`src/rtl/sys_bus_pkg.sv`:
```
// Shared types and constants for the sys-bus arbiter slice.
package sys_bus_pkg;

  typedef enum logic [1:0] {
    ST_IDLE  = 2'd0,
    ST_ISSUE = 2'd1,
    ST_WAIT  = 2'd2
  } bus_state_e;

  localparam int unsigned TMO_DEFAULT = 255;

  // Width of a requester index for 2..4 requesters.
  function automatic int unsigned idx_w(input int unsigned n);
    return (n > 2) ? 2 : 1;
  endfunction

endpackage

```
`src/rtl/rr_arbiter.sv`:
```
// Round-robin grant: search starts one past the last granted requester.
module rr_arbiter
  import sys_bus_pkg::*;
#(
  parameter int unsigned NREQ = 2,
  parameter int unsigned IW   = idx_w(NREQ)
) (
  input  logic [NREQ-1:0] req_i,
  input  logic [IW-1:0]   last_grant_i,
  output logic [NREQ-1:0] grant_o,
  output logic [IW-1:0]   grant_idx_o
);

  int unsigned cand;
  logic        found;

  // NOTE: combinational blocks assign every output a default first and use
  // blocking assignments, so no path can leave a value held (no latch).
  always_comb begin
    grant_o     = '0;
    grant_idx_o = '0;
    found       = 1'b0;
    cand        = 0;
    for (int unsigned i = 1; i <= NREQ; i++) begin
      cand = (32'(last_grant_i) + i) % NREQ;
      if (!found && req_i[cand]) begin
        found         = 1'b1;
        grant_o[cand] = 1'b1;
        grant_idx_o   = IW'(cand);
      end
    end
  end

endmodule

```
`src/rtl/sys_bus_arbiter.sv`:
```
// Shares one sys-bus target between NREQ requesters: round-robin grant,
// single-cycle strobe, response/timeout wait, per-requester ack/err pulses.
module sys_bus_arbiter
  import sys_bus_pkg::*;
#(
  parameter int unsigned NREQ = 2,
  parameter int unsigned AW   = 32,
  parameter int unsigned DW   = 64,
  parameter int unsigned SW   = 8,
  parameter int unsigned TMO  = TMO_DEFAULT
) (
  input  logic              clk,
  input  logic              rstn,
  input  logic [NREQ*AW-1:0] m_addr_i,
  input  logic [NREQ*DW-1:0] m_wdata_i,
  input  logic [NREQ*SW-1:0] m_sel_i,
  input  logic [NREQ-1:0]   m_wen_i,
  input  logic [NREQ-1:0]   m_ren_i,
  output logic [DW-1:0]     m_rdata_o,
  output logic [NREQ-1:0]   m_ack_o,
  output logic [NREQ-1:0]   m_err_o,
  output logic [AW-1:0]     s_addr_o,
  output logic [DW-1:0]     s_wdata_o,
  output logic [SW-1:0]     s_sel_o,
  output logic              s_wen_o,
  output logic              s_ren_o,
  input  logic [DW-1:0]     s_rdata_i,
  input  logic              s_ack_i,
  input  logic              s_err_i,
  output logic              busy_o
);

  localparam int unsigned IW       = idx_w(NREQ);
  localparam logic [15:0] TMO_LAST = 16'(TMO - 1);

  bus_state_e      state_q, state_d;
  logic [IW-1:0]   last_q, last_d, gnt_q, gnt_d;
  logic [AW-1:0]   addr_q, addr_d;
  logic [DW-1:0]   wdata_q, wdata_d, rdata_q, rdata_d;
  logic [SW-1:0]   sel_q, sel_d;
  logic            wen_q, wen_d, ren_q, ren_d;
  logic [15:0]     cnt_q, cnt_d;
  logic [NREQ-1:0] ack_q, ack_d, err_q, err_d;

  logic [NREQ-1:0] req_vec, gnt_oh;
  logic [IW-1:0]   gnt_idx;

  assign req_vec = m_wen_i | m_ren_i;

  rr_arbiter #(.NREQ(NREQ), .IW(IW)) u_rr (
    .req_i        (req_vec),
    .last_grant_i (last_q),
    .grant_o      (gnt_oh),
    .grant_idx_o  (gnt_idx)
  );

  always_comb begin
    state_d = state_q;
    last_d  = last_q;
    gnt_d   = gnt_q;
    addr_d  = addr_q;
    wdata_d = wdata_q;
    sel_d   = sel_q;
    wen_d   = wen_q;
    ren_d   = ren_q;
    cnt_d   = cnt_q;
    rdata_d = rdata_q;
    ack_d   = '0;
    err_d   = '0;
    unique case (state_q)
      // Hold off arbitration while a completion pulse is out: the finished
      // requester still shows its request level in that cycle.
      ST_IDLE: begin
        if (|req_vec && !(|ack_q) && !(|err_q)) begin
          state_d = ST_ISSUE;
          last_d  = gnt_idx;
          gnt_d   = gnt_idx;
          for (int k = 0; k < NREQ; k++) begin
            if (gnt_oh[k]) begin
              addr_d  = m_addr_i[k*AW +: AW];
              wdata_d = m_wdata_i[k*DW +: DW];
              sel_d   = m_sel_i[k*SW +: SW];
              wen_d   = m_wen_i[k];
              ren_d   = m_ren_i[k];
            end
          end
        end
      end
      ST_ISSUE: begin
        if (wen_q && ren_q) begin
          err_d[gnt_q] = 1'b1;
          state_d      = ST_IDLE;
        end else begin
          cnt_d   = '0;
          state_d = ST_WAIT;
        end
      end
      ST_WAIT: begin
        if (s_err_i) begin
          err_d[gnt_q] = 1'b1;
          state_d      = ST_IDLE;
        end else if (s_ack_i) begin
          ack_d[gnt_q] = 1'b1;
          if (ren_q) rdata_d = s_rdata_i;
          state_d      = ST_IDLE;
        end else if (cnt_q == TMO_LAST) begin
          err_d[gnt_q] = 1'b1;
          state_d      = ST_IDLE;
        end else begin
          cnt_d = cnt_q + 16'd1;
        end
      end
      default: state_d = ST_IDLE;
    endcase
  end

  // NOTE: registers use non-blocking assignments so every flop samples the
  // pre-edge value; reset is synchronous to clk, active-low.
  always_ff @(posedge clk) begin
    if (!rstn) begin
      state_q <= ST_IDLE;
      last_q  <= IW'(NREQ - 1);
      gnt_q   <= '0;
      addr_q  <= '0;
      wdata_q <= '0;
      sel_q   <= '0;
      wen_q   <= 1'b0;
      ren_q   <= 1'b0;
      cnt_q   <= '0;
      rdata_q <= '0;
      ack_q   <= '0;
      err_q   <= '0;
    end else begin
      state_q <= state_d;
      last_q  <= last_d;
      gnt_q   <= gnt_d;
      addr_q  <= addr_d;
      wdata_q <= wdata_d;
      sel_q   <= sel_d;
      wen_q   <= wen_d;
      ren_q   <= ren_d;
      cnt_q   <= cnt_d;
      rdata_q <= rdata_d;
      ack_q   <= ack_d;
      err_q   <= err_d;
    end
  end

  // An illegal read+write request reaches ISSUE but never strobes the target.
  assign s_wen_o   = (state_q == ST_ISSUE) && wen_q && !ren_q;
  assign s_ren_o   = (state_q == ST_ISSUE) && ren_q && !wen_q;
  assign s_addr_o  = addr_q;
  assign s_wdata_o = wdata_q;
  assign s_sel_o   = sel_q;
  assign m_ack_o   = ack_q;
  assign m_err_o   = err_q;
  assign m_rdata_o = rdata_q;
  assign busy_o    = (state_q != ST_IDLE);

endmodule

```
`config.mk`:
```
export PLATFORM = sky130hd
export DESIGN_NAME = sys_bus_arbiter
export DESIGN_NICKNAME = d
export VERILOG_FILES = /design/src/rtl/sys_bus_pkg.sv /design/src/rtl/rr_arbiter.sv /design/src/rtl/sys_bus_arbiter.sv
export SDC_FILE = /design/constraint.sdc
export NUM_CORES = 1
export LEC_CHECK = 0
export CAP_MARGIN = 5
export CELL_PAD_IN_SITES_DETAIL_PLACEMENT = 1
export CELL_PAD_IN_SITES_GLOBAL_PLACEMENT = 1
export CORE_AREA = 3 3 177 179
export CTS_CLUSTER_DIAMETER = 200
export DETAILED_ROUTE_END_ITERATION = 6
export DIE_AREA = 0 0 180 182
export PLACE_DENSITY = 0.8
export SLEW_MARGIN = 20
export SYNTH_ARGS = -nofsm -noshare
export SYNTH_HDL_FRONTEND = slang
export SYNTH_SLANG_ARGS = --single-unit
```
`constraint.sdc`:
```
create_clock -name clk -period 3.4 [get_ports clk]
set_input_delay 0.51 -clock clk [delete_from_list [all_inputs] [get_ports clk]]
set_output_delay 0.51 -clock clk [all_outputs]
set_load 0.01 [all_outputs]
```
==> impl_metrics.env <==
export IMPL_fin_cells=1751
export IMPL_p_per_area_nw_per_um2=492.0
export IMPL_grt_pass1_vias=8827
export IMPL_tightest_slew_ns=1.005
export IMPL_rsz0062_at_grt="false"
export IMPL_critical_path_required_ns=3.70
export IMPL_htreeDepth=4
export IMPL_critPathCaptureType="flip-flop"
export IMPL_final_util=0.4634
export IMPL_cp_arrival_ns=2.79
export IMPL_design_area_sq_um=13770
export IMPL_path_cells="inv_1 -> ha_1 -> nor3b_2 -> buf_4 -> nand4_1 -> o41ai_1"
export IMPL_synth_commonest_cells="dfxtp_1, nand2_1, nor2_1"
export IMPL_diodes=0
export IMPL_path_clk_slew_ns=0.07
export IMPL_core_sq_um=29720
export IMPL_p_leak_nw=5.316
export IMPL_synth_area_leaders="dfxtp_1, mux2i_1, a211oi_1, nand2_1, nor2_1"
export IMPL_io_buffers=454
export IMPL_post_cts_buffers=0
export IMPL_outcome="completed"
export IMPL_synth_nets=1209
export IMPL_ys_seq_area_frac=0.4765
export IMPL_pre_cts_slack_ns=0.5689
export IMPL_wire_per_inst_um=18.90
export IMPL_yosys_warnings=0
export IMPL_fin_crit_ns=2.486
export IMPL_finalClockSkew_ns=0.01003
export IMPL_drt_iter0_drc=251
export IMPL_die_y_um=182
export IMPL_grt_use_total=0.1941
export IMPL_synth_cell_type_count=45
export IMPL_clkSinkCount=194
export IMPL_finalCritPeriodShare=0.7312
export IMPL_synth_cells=924
export IMPL_hold_class="flip-flop to flip-flop"
export IMPL_finalMaxSlewViolations=0
export IMPL_wl_um=33100
export IMPL_dp_hpwl_um=25910
export IMPL_max_freq_mhz=402.2
export IMPL_synth_seq_cells=194
export IMPL_grt_overflow=0
export IMPL_setup_tns_ns=0
export IMPL_grt_max_degree=115
export IMPL_cts_tree="yes"
export IMPL_clk_path_buf_depth=2
export IMPL_slowest_stage="o41ai_1"
export IMPL_rows=63
export IMPL_antenna_found_initial=2
export IMPL_antenna_left=0
export IMPL_critPathMaxStageDelay_ns=0.50
export IMPL_crit_type="flip-flop to flip-flop"
export IMPL_num_nets_final=1633
export IMPL_finalSetupViolCount=0
export IMPL_yosysMostFrequentCell="dfxtp_1"
export IMPL_synth_edf_count=0
export IMPL_via_per_inst=4.822
export IMPL_dr_total_vias=8444
export IMPL_placed_area_sq_um=13170
export IMPL_initial_core_util=0.2743
export IMPL_ys_flop_type="dfxtp_1"
export IMPL_die_w_um=180
export IMPL_drt_pass1_iter_count=4
export IMPL_ys_async_sr_fraction=0
export IMPL_remaining_drc_errors=0
export IMPL_pin_count=455
export IMPL_post_cts_resized=0
export IMPL_clk_latency_ns=0.43
export IMPL_vdd_ir_drop_worst_mv=0.3250
export IMPL_grt_pass1_wl_um=50380
export IMPL_finalHoldViolCount=0
export IMPL_die_area_sq_um=32760
export IMPL_cts_hold_buf=0
export IMPL_slew_limit_headroom=0.3272
export IMPL_place_congestion=0.8190
export IMPL_area_growth_pct=68.98
export IMPL_drive_gt1_frac=0.05143
export IMPL_worst_setup_path_start_kind="flip-flop"
export IMPL_cp_max_fo=14
export IMPL_avgSynthCellArea_sq_um=8.821
export IMPL_clockRootBuffer="clkbuf_16"
export IMPL_synth_top_area_frac=0.4765
export IMPL_dp_cells=1719
export IMPL_syn_area_sq_um=8150
export IMPL_worst_slack_ns=0.9140
export IMPL_maxCapViolCount=0
export IMPL_cts_made_buffers=17
export IMPL_yosys_area_top_type="dfxtp_1"
## layout by cell type (no fill, tap or decap), drive strengths merged, types with 3 or more instances in the layout
cell | synthesis | routed
buf | 10 | 28
o21ai | 8 | 8
a211oi | 105 | 105
mux2i | 108 | 108
o31ai | 6 | 6
a21oi | 73 | 73
clkdlybuf4s50 | 0 | 454
dfxtp | 194 | 194
nand2b | 4 | 4
a31oi | 3 | 3
o211ai | 7 | 7
or3 | 4 | 4
inv | 9 | 15
nor4 | 5 | 5
clkinv | 1 | 4
or4 | 4 | 4
nand4 | 7 | 7
o41ai | 4 | 4
nand2 | 144 | 144
o311ai | 9 | 9
ha | 5 | 5
clkbuf | 67 | 20
nand3 | 11 | 11
and3 | 5 | 5
nor2 | 111 | 111
## metal layers
metal	track usage	wire [um]	vias up
li1	-	-	4135
met1	0.2148	12960	3971
met2	0.3644	17300	303
met3	0.05389	2166	33
met4	0.05105	665	2
met5	0	7	-
## sequential cells by signal (all words and copies together) (netlist names)
register,flops
m_ack_o,2
ren_q,1
gnt_q,1
s_wdata_o,64
s_addr_o,32
state_q,2
wen_q,1
last_q,1
s_sel_o,8
m_rdata_o,64
cnt_q,16
m_err_o,2
## worst paths after layout
check | endpoint | cells after the start | slack [ns] | startpoint
worst max-delay path | cnt_q[10] | 6 | 0.91 | state_q[0]
worst min-delay path | m_rdata_o[44] | 2 | 0.46 | m_rdata_o[44]
worst max register to register | cnt_q[10] | 6 | 0.91 | state_q[0]
worst min register to register | m_rdata_o[44] | 2 | 0.46 | m_rdata_o[44]
## power breakdown
| part | internal (mW) | switching, mW | leakage (nW) | total [mW] |
|---|---|---|---|---|
| clock network | 1.14 | 0.960 | 0.293 | 2.10 |
| registers | 2.52 | 0.149 | 1.59 | 2.67 |
| logic | 1.06 | 0.945 | 3.43 | 2.00 |
| total | 4.72 | 2.05 | 5.32 | 6.78 |
## cell families after synthesis
group | count (synthesis) | share of synthesized area
compound gates | 222 | 0.1821
simple gates | 308 | 0.1600
fa+ha+maj | 5 | 0.007676
flops | 194 | 0.4765
buf+inv | 87 | 0.04114
mux | 108 | 0.1326
## stage by stage
step	hold slack, ns	power [mW]
finish	0.4560	6.776
CTS	0.4564	6.868
global placement	0.4412	4.695
detailed placement	0.4458	4.754
global route	0.4702	7.119
floorplan	0.4335	3.581
## cell type report
class	instances	area, sq um
Fill cell	3400	15950
Timing Repair Buffer	482	4805
Multi-Input combinational cell	643	3954
Sequential cell	194	3884
Tap cell	390	488.0
Clock buffer	20	456.7
Clock inverter	12	142.6
Inverter	10	42.54
## critical path: cells and delay by family, from the launching register on
family	cells	cell delay [ns]
adder cells (fa/ha/maj)	1	0.49
AND/OR/NAND/NOR	2	0.77
buffers and inverters	2	0.28
AO/OA/AOI/OAI	1	0.50
flip-flops	1	0.32
(Power assumes the default switching activity.)
